[config.mk]
export PLATFORM = sky130hd
export DESIGN_NAME = mem_io_responder
export DESIGN_NICKNAME = d
export VERILOG_FILES = /design/src/rtl/mem_io_responder_pkg.sv /design/src/rtl/byte_fifo.sv /design/src/rtl/mem_io_responder.sv
export SDC_FILE = /design/constraint.sdc
export NUM_CORES = 1
export LEC_CHECK = 0
export BUFFER_PORTS_ARGS = -buffer_cell sky130_fd_sc_hd__buf_2
export CORE_MARGIN = 2
export CORE_UTILIZATION = 53
export CTS_BUF_LIST = sky130_fd_sc_hd__clkbuf_8
export DETAILED_ROUTE_END_ITERATION = 6
export PLACE_DENSITY = 0.82
export SLEW_MARGIN = 5
export SYNTH_ARGS = -nofsm -noshare
export SYNTH_HDL_FRONTEND = slang
export SYNTH_SLANG_ARGS = --single-unit
[constraint.sdc]
create_clock -name clk_in -period 3.2 [get_ports clk_in]
set_clock_uncertainty 0.05 [all_clocks]
set_input_delay 0.16 -clock clk_in [delete_from_list [all_inputs] [get_ports clk_in]]
set_output_delay 0.16 -clock clk_in [all_outputs]
set_load 0.03 [all_outputs]
[src/rtl/mem_io_responder_pkg.sv]
// Shared definitions for the CPU memory-bus responder.
// Holds the I/O window select, the I/O register addresses and the
// read-source tag carried from the request cycle into the data cycle.
package mem_io_responder_pkg;

  localparam logic [1:0]  IO_BASE_SEL  = 2'b11;
  localparam logic [31:0] IO_UART_ADDR = 32'h0003_0000;
  localparam logic [31:0] IO_CNT_ADDR  = 32'h0003_0004;

  typedef enum logic [1:0] {
    SRC_RAM,
    SRC_RX,
    SRC_CNT,
    SRC_ZERO
  } rd_src_e;

endpackage

[src/rtl/byte_fifo.sv]
// Circular byte FIFO used for the UART TX queue.
// Ports:
//   clk_in, rst_in  clock, synchronous active-high reset (flushes contents)
//   push, push_data write one byte; ignored while full
//   pop             drop the head byte; ignored while empty
//   full, empty     occupancy flags
//   head            current head byte (valid while !empty)
module byte_fifo #(
  parameter int unsigned DEPTH = 16
) (
  input  logic       clk_in,
  input  logic       rst_in,
  input  logic       push,
  input  logic [7:0] push_data,
  input  logic       pop,
  output logic       full,
  output logic       empty,
  output logic [7:0] head
);

  localparam int unsigned AW = $clog2(DEPTH);

  logic [7:0]    mem [DEPTH];
  logic [AW-1:0] wr_ptr;
  logic [AW-1:0] rd_ptr;
  logic [AW:0]   count;
  logic          push_ok;
  logic          pop_ok;

  assign full    = (count == (AW+1)'(DEPTH));
  assign empty   = (count == '0);
  assign push_ok = push && !full;
  assign pop_ok  = pop && !empty;
  assign head    = mem[rd_ptr];

  always_ff @(posedge clk_in) begin
    if (rst_in) begin
      wr_ptr <= '0;
      rd_ptr <= '0;
      count  <= '0;
    end else begin
      if (push_ok) wr_ptr <= wr_ptr + AW'(1);
      if (pop_ok)  rd_ptr <= rd_ptr + AW'(1);
      case ({push_ok, pop_ok})
        2'b10:   count <= count + (AW+1)'(1);
        2'b01:   count <= count - (AW+1)'(1);
        default: count <= count;
      endcase
    end
  end

  always_ff @(posedge clk_in) begin
    if (push_ok) mem[wr_ptr] <= push_data;
  end

endmodule

[src/rtl/mem_io_responder.sv]
// Responder end of the CPU byte-wide memory bus.
// Decodes each request to RAM or to the I/O window (addr[17:16] == 2'b11),
// returns read data one cycle after the request, owns the UART TX FIFO,
// the RX pop path, the cycle counter and the sticky program-stop flag.
// Optional build macro: IO_CYCLE_COUNTER_EN (cycle counter + snapshot at
// 0x30004..0x30007; without it those reads return 0x00).
// Ports:
//   clk_in, rst_in           clock, synchronous active-high reset
//   cpu_addr/wr/wdata/rdata  CPU request and registered read byte
//   rdy_out                  CPU run enable, low while TX FIFO is full
//   ram_addr/we/wdata/rdata  external RAM (read data one cycle late)
//   rx_data/valid/pop        external UART RX queue head and pop
//   tx_data/valid/ready      TX FIFO head handshake to UART TX
//   program_stop             sticky, set by a write to 0x30004
module mem_io_responder
  import mem_io_responder_pkg::*;
#(
  parameter int unsigned TX_DEPTH = 16,
  parameter int unsigned CNT_W    = 32
) (
  input  logic        clk_in,
  input  logic        rst_in,
  input  logic [31:0] cpu_addr,
  input  logic        cpu_wr,
  input  logic [7:0]  cpu_wdata,
  output logic [7:0]  cpu_rdata,
  output logic        rdy_out,
  output logic [16:0] ram_addr,
  output logic        ram_we,
  output logic [7:0]  ram_wdata,
  input  logic [7:0]  ram_rdata,
  input  logic [7:0]  rx_data,
  input  logic        rx_valid,
  output logic        rx_pop,
  output logic [7:0]  tx_data,
  output logic        tx_valid,
  input  logic        tx_ready,
  output logic        program_stop
);

  logic       accepted;
  logic       io_sel;
  logic       is_uart;
  logic       is_cnt;
  logic       is_cnt0;
  logic       fifo_full;
  logic       fifo_empty;
  logic       tx_push;
  logic [7:0] tx_push_data;
  logic       stop_set;
  logic       stop_q;
  logic [7:0] rx_q;
  rd_src_e    src_d;
  rd_src_e    src_q;
  logic       unused_addr;

  assign unused_addr = ^cpu_addr[31:18];

  // Requests presented during reset are dropped so nothing leaks past it.
  assign accepted = !fifo_full && !rst_in;
  assign rdy_out  = !fifo_full;

  assign io_sel  = (cpu_addr[17:16] == IO_BASE_SEL);
  assign is_uart = io_sel && (cpu_addr[15:0] == IO_UART_ADDR[15:0]);
  assign is_cnt  = io_sel && (cpu_addr[15:2] == IO_CNT_ADDR[15:2]);
  assign is_cnt0 = is_cnt && (cpu_addr[1:0] == 2'b00);

  assign ram_addr  = cpu_addr[16:0];
  assign ram_wdata = cpu_wdata;
  assign ram_we    = accepted && cpu_wr && !io_sel;

  assign rx_pop = accepted && !cpu_wr && is_uart && rx_valid;

  assign stop_set     = accepted && cpu_wr && is_cnt0;
  assign tx_push      = (accepted && cpu_wr && is_uart && (cpu_wdata != '0)) || stop_set;
  assign tx_push_data = is_cnt0 ? '0 : cpu_wdata;

  always_comb begin
    src_d = SRC_ZERO;
    if (accepted && !cpu_wr) begin
      if (!io_sel)                  src_d = SRC_RAM;
      else if (is_uart && rx_valid) src_d = SRC_RX;
`ifdef IO_CYCLE_COUNTER_EN
      else if (is_cnt)              src_d = SRC_CNT;
`endif
    end
  end

  always_ff @(posedge clk_in) begin
    if (rst_in) begin
      src_q  <= SRC_ZERO;
      rx_q   <= '0;
      stop_q <= 1'b0;
    end else begin
      src_q <= src_d;
      if (rx_pop)   rx_q   <= rx_data;
      if (stop_set) stop_q <= 1'b1;
    end
  end

  assign program_stop = stop_q;

`ifdef IO_CYCLE_COUNTER_EN
  logic [CNT_W-1:0] cnt_q;
  logic [CNT_W-1:0] snap_q;
  logic [1:0]       byte_sel_q;

  // Only byte 0 re-snapshots; bytes 1..3 come from the same snapshot so a
  // dword read across four cycles stays consistent.
  always_ff @(posedge clk_in) begin
    if (rst_in) begin
      cnt_q      <= '0;
      snap_q     <= '0;
      byte_sel_q <= '0;
    end else begin
      cnt_q <= cnt_q + CNT_W'(1);
      if (src_d == SRC_CNT) begin
        byte_sel_q <= cpu_addr[1:0];
        if (cpu_addr[1:0] == 2'b00) snap_q <= cnt_q;
      end
    end
  end
`else
  logic [CNT_W-1:0] unused_cnt_w;
  assign unused_cnt_w = '0;
`endif

  always_comb begin
    cpu_rdata = '0;
    case (src_q)
      SRC_RAM: cpu_rdata = ram_rdata;
      SRC_RX:  cpu_rdata = rx_q;
`ifdef IO_CYCLE_COUNTER_EN
      SRC_CNT: cpu_rdata = snap_q[{byte_sel_q, 3'b000} +: 8];
`endif
      default: cpu_rdata = '0;
    endcase
  end

  byte_fifo #(
    .DEPTH(TX_DEPTH)
  ) u_tx_fifo (
    .clk_in    (clk_in),
    .rst_in    (rst_in),
    .push      (tx_push),
    .push_data (tx_push_data),
    .pop       (tx_valid && tx_ready),
    .full      (fifo_full),
    .empty     (fifo_empty),
    .head      (tx_data)
  );

  assign tx_valid = !fifo_empty;

endmodule

==> out/metrics.cfg, run 1 <==
[place]
placed_area_um2=7366
dp.cells=644
place_hpwl_um=9260
gp_congestion=0.8848
io_buffers=92

[job]
cap_violations=0

[clocking]
cts_buffer_depth=2
h-tree-depth=4
clock-root-buffer=clkbuf_8
clkLatencyLatePin_ns=0.44
clkSinkCount=156
path_clk_slew_ns=0.08
cts_tree=built
cts_made_buffers=17

[floorplanning]
fp.dieW_um=118.4
io_pins=107
dieArea_um2=14030
num_rows=41
core_um2=12720
die_h_um=118.4
start_util=0.5455

[worst_setup_path]
crit_type=reg -> reg
critPathRequiredTime_ns=3.47
arrival_ns=3.18
startpoint_type=flop
end_kind=flop
cp_max_fo=9

[timing]
worst_pin_slew_ns=0.6669
finalMaxSlewViolations=0
min_period_ns=2.907
hold_viol=0
setup_viol=0
period_share=0.9083
hold_slack_ns=0.04236
tns_ns=0
grt_setup_unrepaired=no
slew_headroom=0.5551
clock.fmax_ghz=0.3440

[logic_synthesis]
synth_nets=493
seq_area_frac_synth=0.6346
synth_top_area_frac=0.5538
synth_cells=423
ys.flop_type=edfxtp_1
synthesis.area_um2=6940
synth-async-reset-ratio=0
yosys-top-cells-area=edfxtp_1, mux4_2, dfxtp_1
synth_edf_count=128
yosys.area.top_type=edfxtp_1
ys_seq_elements=156
synth_warnings=0
syn_area_per_cell_um2=16.41
ys_types=54

[finish]
n_antenna_cell=0
fillCellCount=937
fin_area_um2=7861
layout.cells.non_filler=684
syn2layout_area_growth_pct=13.27
layout_commonest_cell=edfxtp_1
finalNetCount=570
mostFrequentLayoutCells=edfxtp_1, buf_2, mux4_2
drive_gt1_frac=0.3457

[drt]
drc_errors=0
drtIter0Drc=316
firstDrtPassIters=5
avgViaCountPerCell=5.814
antenna_left=0
post_drt_wl_per_cell_um=20.92
num_vias=3977
wl_um=14310

[grt]
grt_max_degree=39
grt_pass1_vias=4069
grt_pass1_wl_um=22740
antenna_found_initial=0
grt_usage=0.2174
grt-ovfl-total=0

[power_and_ir_drop]
vdd_drop_max_v=0.0002484
power_leakage_uw=0.002781
power_density_nw_per_um2=489.3

[run_status]
status=complete, no violations

[min_path]
worstHoldPathType=in -> reg

-- cell families after synthesis --
logic type / count (synthesis) / share of synthesized area
flip-flops: 156 / 0.6346
XOR/XNOR: 6 / 0.007572
AND/OR/NAND/NOR: 106 / 0.09915
buffers and inverters: 58 / 0.04994
multiplexers: 60 / 0.1590
AO/OA/AOI/OAI: 28 / 0.03353
adder cells (fa/ha/maj): 9 / 0.01623
-- path summary, 6_finish.rpt --
kind	from	end	slack [ns]	depth (start not counted)
worst max-delay path	u_tx_fifo.count[1]$_SDFFE_PP0P_	u_tx_fifo.count[4]$_SDFFE_PP0P_	0.29	10
worst max register to register	u_tx_fifo.count[1]$_SDFFE_PP0P_	u_tx_fifo.count[4]$_SDFFE_PP0P_	0.29	10
worst min register to register	program_stop$_SDFFE_PP0P_	program_stop$_SDFFE_PP0P_	0.41	2
worst min-delay path	cpu_addr[12]	program_stop$_SDFFE_PP0P_	0.04	4
-- power by group --
group | internal, uW | leakage, uW | switching, uW | total (uW)
clock | 771 | 0.000209 | 722 | 1490
sequential | 2190 | 0.00138 | 4.10 | 2190
combinational | 56.3 | 0.00120 | 102 | 159
-- synthesized netlist by cell type (all sizes together), types with 4 or more instances --
master / instances
mux4: 40
and4b: 8
buf: 36
ha: 9
inv: 8
a21oi: 6
nor2: 23
and4bb: 4
dfxtp: 28
clkbuf: 14
mux2i: 18
xor2: 6
nand2b: 19
nor4: 7
edfxtp: 128
and2: 9
and4: 6
nand2: 6
nand4: 4
-- per-stage QoR --
stage | power (uW) | setup slack (ns) | utilization
6_report | 3846 | 0.2933 | 0.6179
5_1_grt | 3969 | 0.1087 | 0.6179
4_1_cts | 3875 | 0.2881 | 0.6179
3_5_place_dp | 2391 | 0.2977 | 0.5790
3_3_place_gp | 2386 | 0.3576 | 0.5790
2_1_floorplan | 2343 | 0.1506 | -
-- registers in the layout, indices dropped and copies added (netlist names), named ones only --
name / cells
program_stop: 1
rx_q: 8
src_q: 2
u_tx_fifo.count: 5
u_tx_fifo.mem: 128
u_tx_fifo.rd_ptr: 4
u_tx_fifo.wr_ptr: 4
-- per-layer routing --
layer / part of all wire / vias to the layer above / track usage / routed length [um]
li1: - / 1792 / - / -
met1: 0.40 / 2026 / 0.2718 / 5720
met2: 0.53 / 142 / 0.3681 / 7590
met3: 0.050 / 17 / 0.05743 / 720
met4: 0.019 / 0 / 0.07589 / 276
met5: 0 / - / 0 / 0
-- worst max-delay path, stage by stage, from the launching register on --
cell     delay, ns
dfxtp_1       0.40
or4_4         0.61
o21ai_1       0.30
inv_1         0.11
ha_1          0.26
xor2_1        0.16
ha_1          0.24
a211o_1       0.28
a21oi_1       0.19
a211o_1       0.12
nand3_1       0.08
-- timing repair --
item	CTS	global route
endpoints found under the hold margin	9	0
hold buffers	9	0
gates resized for setup	0	0
buffers inserted	0	0
-- cell type report --
class / count / area [um2] / area share
clock buffers: 17 / 234.0 / 0.02976
inverters: 8 / 30.03 / 0.003820
flip-flops and latches: 156 / 4405 / 0.5604
multi-input cells: 209 / 2190 / 0.2785
clock inverters: 14 / 171.4 / 0.02180
repair buffers: 108 / 615.6 / 0.07831
well taps: 172 / 215.2 / 0.02738
Note: power is estimated with default switching activity, not from simulation.
==> run 2, diff against run 1 <==
--- a/constraint.sdc
+++ b/constraint.sdc
@@ -3,3 +3,3 @@
 set_input_delay 0.16 -clock clk_in [delete_from_list [all_inputs] [get_ports clk_in]]
 set_output_delay 0.16 -clock clk_in [all_outputs]
-set_load 0.03 [all_outputs]
+set_load 0.1 [all_outputs]
==> run 2 against run 1 <==
Net effect:
- sequential power barely moved
- highest routed layer unchanged
- clock-buffer cell count did not move
- critical path type unchanged
- total power rose by 1.3%
- non-clock buffer count did not move
- first-iteration DRC count fell by 15%
- maximum frequency barely moved
- critical endpoint is now u_tx_fifo.count[2]$_SDFFE_PP0P_
- sequential share of layout area fell by 0.080 points
- global-route usage fell by 1.2 points
==> out/metrics.cfg, run 2 (synthesized netlist as in run 1, its figures left out) <==
[finish]
syn2layout_area_growth_pct=13.43
largest_register_ffs=128  ; unchanged
largest_register=u_tx_fifo.mem
finalNetCount=570  ; unchanged
n_antenna_cell=0  ; unchanged
drive_gt1_frac=0.3431  ; -0.002623
ff_latch_area_um2=4405  ; unchanged
mostFrequentLayoutCells=edfxtp_1, buf_2, mux4_2
multi_input_area_um2=2198  ; +0.40%
top_regs=u_tx_fifo.mem: 128 flops, rx_q: 8 flops, u_tx_fifo.count: 5 flops
fin_area_um2=7873  ; +0.14%
layout_commonest_cell=edfxtp_1
fillCellCount=935  ; -0.21%

[grt]
grt_usage=0.2059  ; -0.01151
grt_use_met3=0.04537  ; -0.01207
grt-ovfl-total=0  ; unchanged
antenna_found_initial=0  ; unchanged
grt_pass1_wl_um=21520  ; -5.3%
groute.layer.met1.usage=0.2558  ; -0.01602
grt_max_degree=39  ; unchanged
globalRouteMet2Util=0.3443  ; -0.02384
grt_busiest_layer=met2
grt_pass1_vias=4071  ; +0.049%

[worst_setup_path]
rr_startpoint=u_tx_fifo.count[1]$_SDFFE_PP0P_
timing.critical_path.buf_inv=1  ; unchanged
reg2reg_depth=11  ; +1
critPathMaxStageDelay_ns=0.61  ; about the same
end_kind=flop
cp_max_fo=9  ; unchanged
startpoint_type=flop
rrSetupSlack_ns=0.29  ; about the same
cp_slowest_cell=or4_4
cp_top_family=simple AND/OR/NAND/NOR gates
crit_type=reg -> reg
critPathRequiredTime_ns=3.52  ; +0.05 ns
worstSetupEndpoint=u_tx_fifo.count[2]$_SDFFE_PP0P_
worstSetupStartpoint=u_tx_fifo.count[1]$_SDFFE_PP0P_
cp.depth=11  ; +1
cp_cell_sequence=or4_4, o211ai_4, nor3_2, inv_2, ha_2, xor2_1, ha_1, a21oi_1, xor2_1, or3_1, a21oi_1
r2r-end=u_tx_fifo.count[2]$_SDFFE_PP0P_
arrival_ns=3.23  ; +0.05 ns

[drt]
post_drt_wl_per_cell_um=20.25  ; -3.2%
firstDrtPassIters=4  ; -1
num_vias=3885  ; -2.3%
drc_errors=0  ; unchanged
drtIter0Drc=269  ; -15%
avgViaCountPerCell=5.672  ; -2.5%
wl_um=13870  ; -3.1%
antenna_left=0  ; unchanged

[floorplanning]
dieArea_um2=14030  ; unchanged
fp.dieW_um=118.4  ; unchanged
start_util=0.5455  ; unchanged
die_h_um=118.4  ; unchanged
io_pins=107  ; unchanged
num_rows=41  ; unchanged
core_um2=12720  ; unchanged

[clocking]
h-tree-depth=4  ; unchanged
cts_made_buffers=17  ; unchanged
cts_buffer_depth=2  ; unchanged
clkLatencyLatePin_ns=0.45  ; about the same
cts_tree=built
clkSinkCount=156  ; unchanged
clock-root-buffer=clkbuf_8
path_clk_slew_ns=0.09  ; about the same

[place]
io_buffers=92  ; unchanged
placed_area_um2=7380  ; +0.19%
gp_congestion=0.8904  ; +0.63%
place_hpwl_um=9051  ; -2.3%

[timing]
tns_ns=0  ; unchanged
hold_viol=0  ; unchanged
setup_viol=0  ; unchanged
period_share=0.9082  ; about the same
grt_setup_unrepaired=no
min_period_ns=2.906  ; -0.0005440 ns
clock.fmax_ghz=0.3441  ; about the same
slew_headroom=0.5513  ; -0.003812
worst_pin_slew_ns=0.6726  ; +0.005713 ns
finalMaxSlewViolations=0  ; unchanged

[run_status]
status=complete, no violations

[power_and_ir_drop]
vdd_drop_max_v=0.0002273  ; -8.5%
power_density_nw_per_um2=494.9  ; +1.2%
power_leakage_uw=0.002770  ; -0.39%

[min_path]
worstHoldPathType=in -> reg

[job]
cap_violations=0  ; unchanged

## run 2: cell count changes in the layout (fill, tap and decap cells not counted), moves of 2 or more
| cell | delta |
|---|---|
| clkinv_2 | +2 |
| clkinv_4 | -3 |
| clkinv_1 | +3 |
| inv_6 | -2 |
## run 2: how the worst min path moves through the flow
stage                    start  cells past startpoint                   end
floorplan               cpu_wr                      1   src_q[0]$_SDFF_PP1_
global placement    rx_data[5]                      3  rx_q[5]$_SDFFE_PP0P_
detailed placement  rx_data[5]                      3  rx_q[5]$_SDFFE_PP0P_
CTS                     cpu_wr                      2   src_q[0]$_SDFF_PP1_
global route            cpu_wr                      2   src_q[0]$_SDFF_PP1_
finish                  cpu_wr                      2   src_q[0]$_SDFF_PP1_
## run 2: repair_timing
| item | in CTS | in global routing |
|---|---|---|
| setup endpoints to repair | 0 | 1 |
| resized for setup | 0 | 1 |
| endpoints found under the hold margin | 9 | 0 |
| buffers inserted | 0 | 0 |
| hold buffers | 10 | 0 |
## run 2: cell type report
class,count,share of cell area
timing repair buffer,108,0.08042
inverter,8,0.003814
multi-input combinational,209,0.2792
clock buffer,17,0.02972
sequential,156,0.5596
clock inverter,15,0.01987
tap,172,0.02734
## run 2: per-layer routing
layer	vias to the layer above	part of all wire
met4	0	0.027
met5	-	0
met3	32	0.052
met1	1923	0.40
li1	1793	-
met2	137	0.52
## run 2: through the flow
| stage | power [uW] | hold slack (ns) | util | setup slack, ns | instances |
|---|---|---|---|---|---|
| after global routing | 4005 | 0.05832 | 0.6188 | 0.08794 | 685 |
| after detailed placement | 2489 | 0.3783 | 0.5801 | 0.1214 | 643 |
| final | 3896 | 0.05696 | 0.6188 | 0.2939 | 685 |
| after floorplan | 2442 | 0.2302 | - | 0.1506 | 423 |
| after global placement | 2485 | 0.3731 | 0.5801 | 0.2386 | 643 |
| after CTS | 3921 | 0.02042 | 0.6186 | 0.1953 | 685 |
## run 2: power by group
part	total (uW)	internal, uW	switching [uW]
combinational	256	56.3	200
clock	1440	755	690
sequential	2200	2190	4.18
total	3900	3000	894
==> run 3, diff against run 2 <==
Settings changed: REMOVE_ABC_BUFFERS set to 1.
==> run 3 against run 2 <==
Net effect:
- global-route usage is 0.14 points lower
- sequential cell count stayed put
- sequential power hardly changed
- critical path depth stayed put
- register-to-register slack hardly changed
- first-iteration DRC count is 79% higher
- die area stayed put
- clock-buffer cell count is 1 higher
- via count is 2.1% higher
- critical path type unchanged
- highest routed layer unchanged
==> out/metrics.cfg, run 3 (synthesized netlist as in run 1, its figures left out) <==
[worst_setup_path]
crit_type=reg -> reg
rr_startpoint=u_tx_fifo.count[1]$_SDFFE_PP0P_
critPathRequiredTime_ns=3.52  ; about the same
end_kind=flop
startpoint_type=flop
rrSetupSlack_ns=0.30  ; about the same
cp_slowest_cell=or4_4
critPathMaxStageDelay_ns=0.61  ; about the same
timing.critical_path.buf_inv=1  ; unchanged
cp_cell_sequence=or4_4, o211ai_4, nor3_2, inv_2, ha_2, xor2_1, ha_1, a21oi_1, xor2_1, or3_1, a21oi_1
arrival_ns=3.22  ; about the same
cp_max_fo=9  ; unchanged
reg2reg_depth=11  ; unchanged
r2r-end=u_tx_fifo.count[2]$_SDFFE_PP0P_
cp_top_family=simple AND/OR/NAND/NOR gates

[drt]
avgViaCountPerCell=5.810  ; +2.4%
drtIter0Drc=481  ; +79%
post_drt_wl_per_cell_um=20.03  ; -1.1%
wl_um=13680  ; -1.3%
firstDrtPassIters=4  ; unchanged
drc_errors=0  ; unchanged
num_vias=3968  ; +2.1%
antenna_left=0  ; unchanged

[clocking]
clkLatencyLatePin_ns=0.44  ; about the same
clock-root-buffer=clkbuf_8
cts_tree=built
cts_made_buffers=17  ; unchanged
path_clk_slew_ns=0.08  ; about the same
clkSinkCount=156  ; unchanged
h-tree-depth=4  ; unchanged
cts_buffer_depth=2  ; unchanged

[min_path]
hold_path.startpoint=cpu_wr
worstHoldPathType=in -> reg
holdPathStages=2  ; unchanged
min_to=src_q[0]$_SDFF_PP1_

[grt]
grt_pass1_vias=4032  ; -0.96%
grt_usage=0.2045  ; -0.001427
antenna_found_initial=0  ; unchanged
grt_max_degree=39  ; unchanged
grt-ovfl-total=0  ; unchanged
grt_pass1_wl_um=21550  ; +0.13%

[power_and_ir_drop]
power_leakage_uw=0.002753  ; -0.63%
vdd_drop_max_v=0.0002334  ; +2.7%
power_density_nw_per_um2=487.8  ; -1.4%

[timing]
clock.fmax_ghz=0.3453  ; +0.35%
worst_pin_slew_ns=0.5981  ; -0.07447 ns
fin_ws_ns=0.3041  ; +0.01024 ns
hold_viol=0  ; unchanged
period_share=0.9050  ; -0.003199
slew_headroom=0.6007  ; +0.04944
min_period_ns=2.896  ; -0.01024 ns
setup_viol=0  ; unchanged
finalMaxSlewViolations=0  ; unchanged
grt_setup_unrepaired=no
tns_ns=0  ; unchanged

[finish]
top_regs=u_tx_fifo.mem: 128 flops, rx_q: 8 flops, u_tx_fifo.count: 5 flops
fin_area_um2=7815  ; -0.73%
mostFrequentLayoutCells=edfxtp_1, buf_2, mux4_2
n_antenna_cell=0  ; unchanged
syn2layout_area_growth_pct=12.60
largest_register=u_tx_fifo.mem
drive_gt1_frac=0.3523  ; +0.009171
finalNetCount=568  ; -0.35%
largest_register_ffs=128  ; unchanged
layout_commonest_cell=edfxtp_1
fillCellCount=925  ; -1.1%

[run_status]
status=complete, no violations

[place]
gp_congestion=0.8327  ; -6.5%
place_hpwl_um=9351  ; +3.3%
placed_area_um2=7356  ; -0.32%
dpl_worst_slack_ns=0.1988  ; +0.07736 ns
io_buffers=92  ; unchanged

[floorplanning]
fp.dieW_um=118.4  ; unchanged
dieArea_um2=14030  ; unchanged
io_pins=107  ; unchanged
num_rows=41  ; unchanged
start_util=0.5455  ; unchanged
core_um2=12720  ; unchanged
die_h_um=118.4  ; unchanged

[job]
cap_violations=0  ; unchanged

[run 3: cell types whose count changed in the layout (fill, tap and decap cells not counted), moves of 2 or more]
cell,before,now
inv_4,0,6
bufinv_16,3,1
clkinv_1,3,1
inv_1,9,7
[run 3: how the worst max path moves through the flow]
stage,from,end,depth (start not counted)
2_1_floorplan,u_tx_fifo.count[1]$_SDFFE_PP0P_,rx_q[0]$_SDFFE_PP0P_,4
3_3_place_gp,cpu_wdata[4],u_tx_fifo.count[2]$_SDFFE_PP0P_,12
3_5_place_dp,u_tx_fifo.count[1]$_SDFFE_PP0P_,u_tx_fifo.count[4]$_SDFFE_PP0P_,10
4_1_cts,u_tx_fifo.count[1]$_SDFFE_PP0P_,u_tx_fifo.count[4]$_SDFFE_PP0P_,10
5_1_grt,u_tx_fifo.count[1]$_SDFFE_PP0P_,u_tx_fifo.count[2]$_SDFFE_PP0P_,11
6_report,u_tx_fifo.count[1]$_SDFFE_PP0P_,u_tx_fifo.count[2]$_SDFFE_PP0P_,11
[run 3: power by group]
| part | internal (uW) | leakage, uW | switching [uW] |
|---|---|---|---|
| Sequential | 2190 | 0.00138 | 4.04 |
| Combinational | 56.1 | 0.00118 | 203 |
| Clock | 635 | 0.000193 | 723 |
| Total | 2880 | 0.00275 | 930 |
[run 3: timing repair]
item	in CTS	in global routing
gates resized for setup	0	2
hold buffers	9	0
hold endpoints to repair	9	0
setup endpoints to repair	0	2
setup buffers	0	0
[run 3: through the flow]
step | std cells | total power [uW] | hold WS, ns | utilization
final | 683 | 3812 | 0.03712 | 0.6143
after floorplan | 373 | 2289 | 0.1791 | -
after detailed placement | 642 | 2491 | 0.3844 | 0.5782
after CTS | 683 | 3830 | 0.0009252 | 0.6138
after global routing | 683 | 3934 | 0.01737 | 0.6143
after global placement | 642 | 2485 | 0.3743 | 0.5782
[run 3: routing by layer]
metal | share of wire | GRT usage
met2 | 0.53 | 0.3519
met1 | 0.40 | 0.2546
met5 | 0 | 0
met3 | 0.062 | 0.04875
met4 | 0.0087 | 0.07068
[run 3: layout make-up]
cell class,count,area (um2),area share
Multi-Input combinational cell,209,2201,0.2816
Tap cell,172,215.2,0.02754
Timing Repair Buffer,106,600.6,0.07685
Inverter,8,30.03,0.003842
Clock inverter,14,115.1,0.01473
Sequential cell,156,4405,0.5637
Clock buffer,18,247.7,0.03170
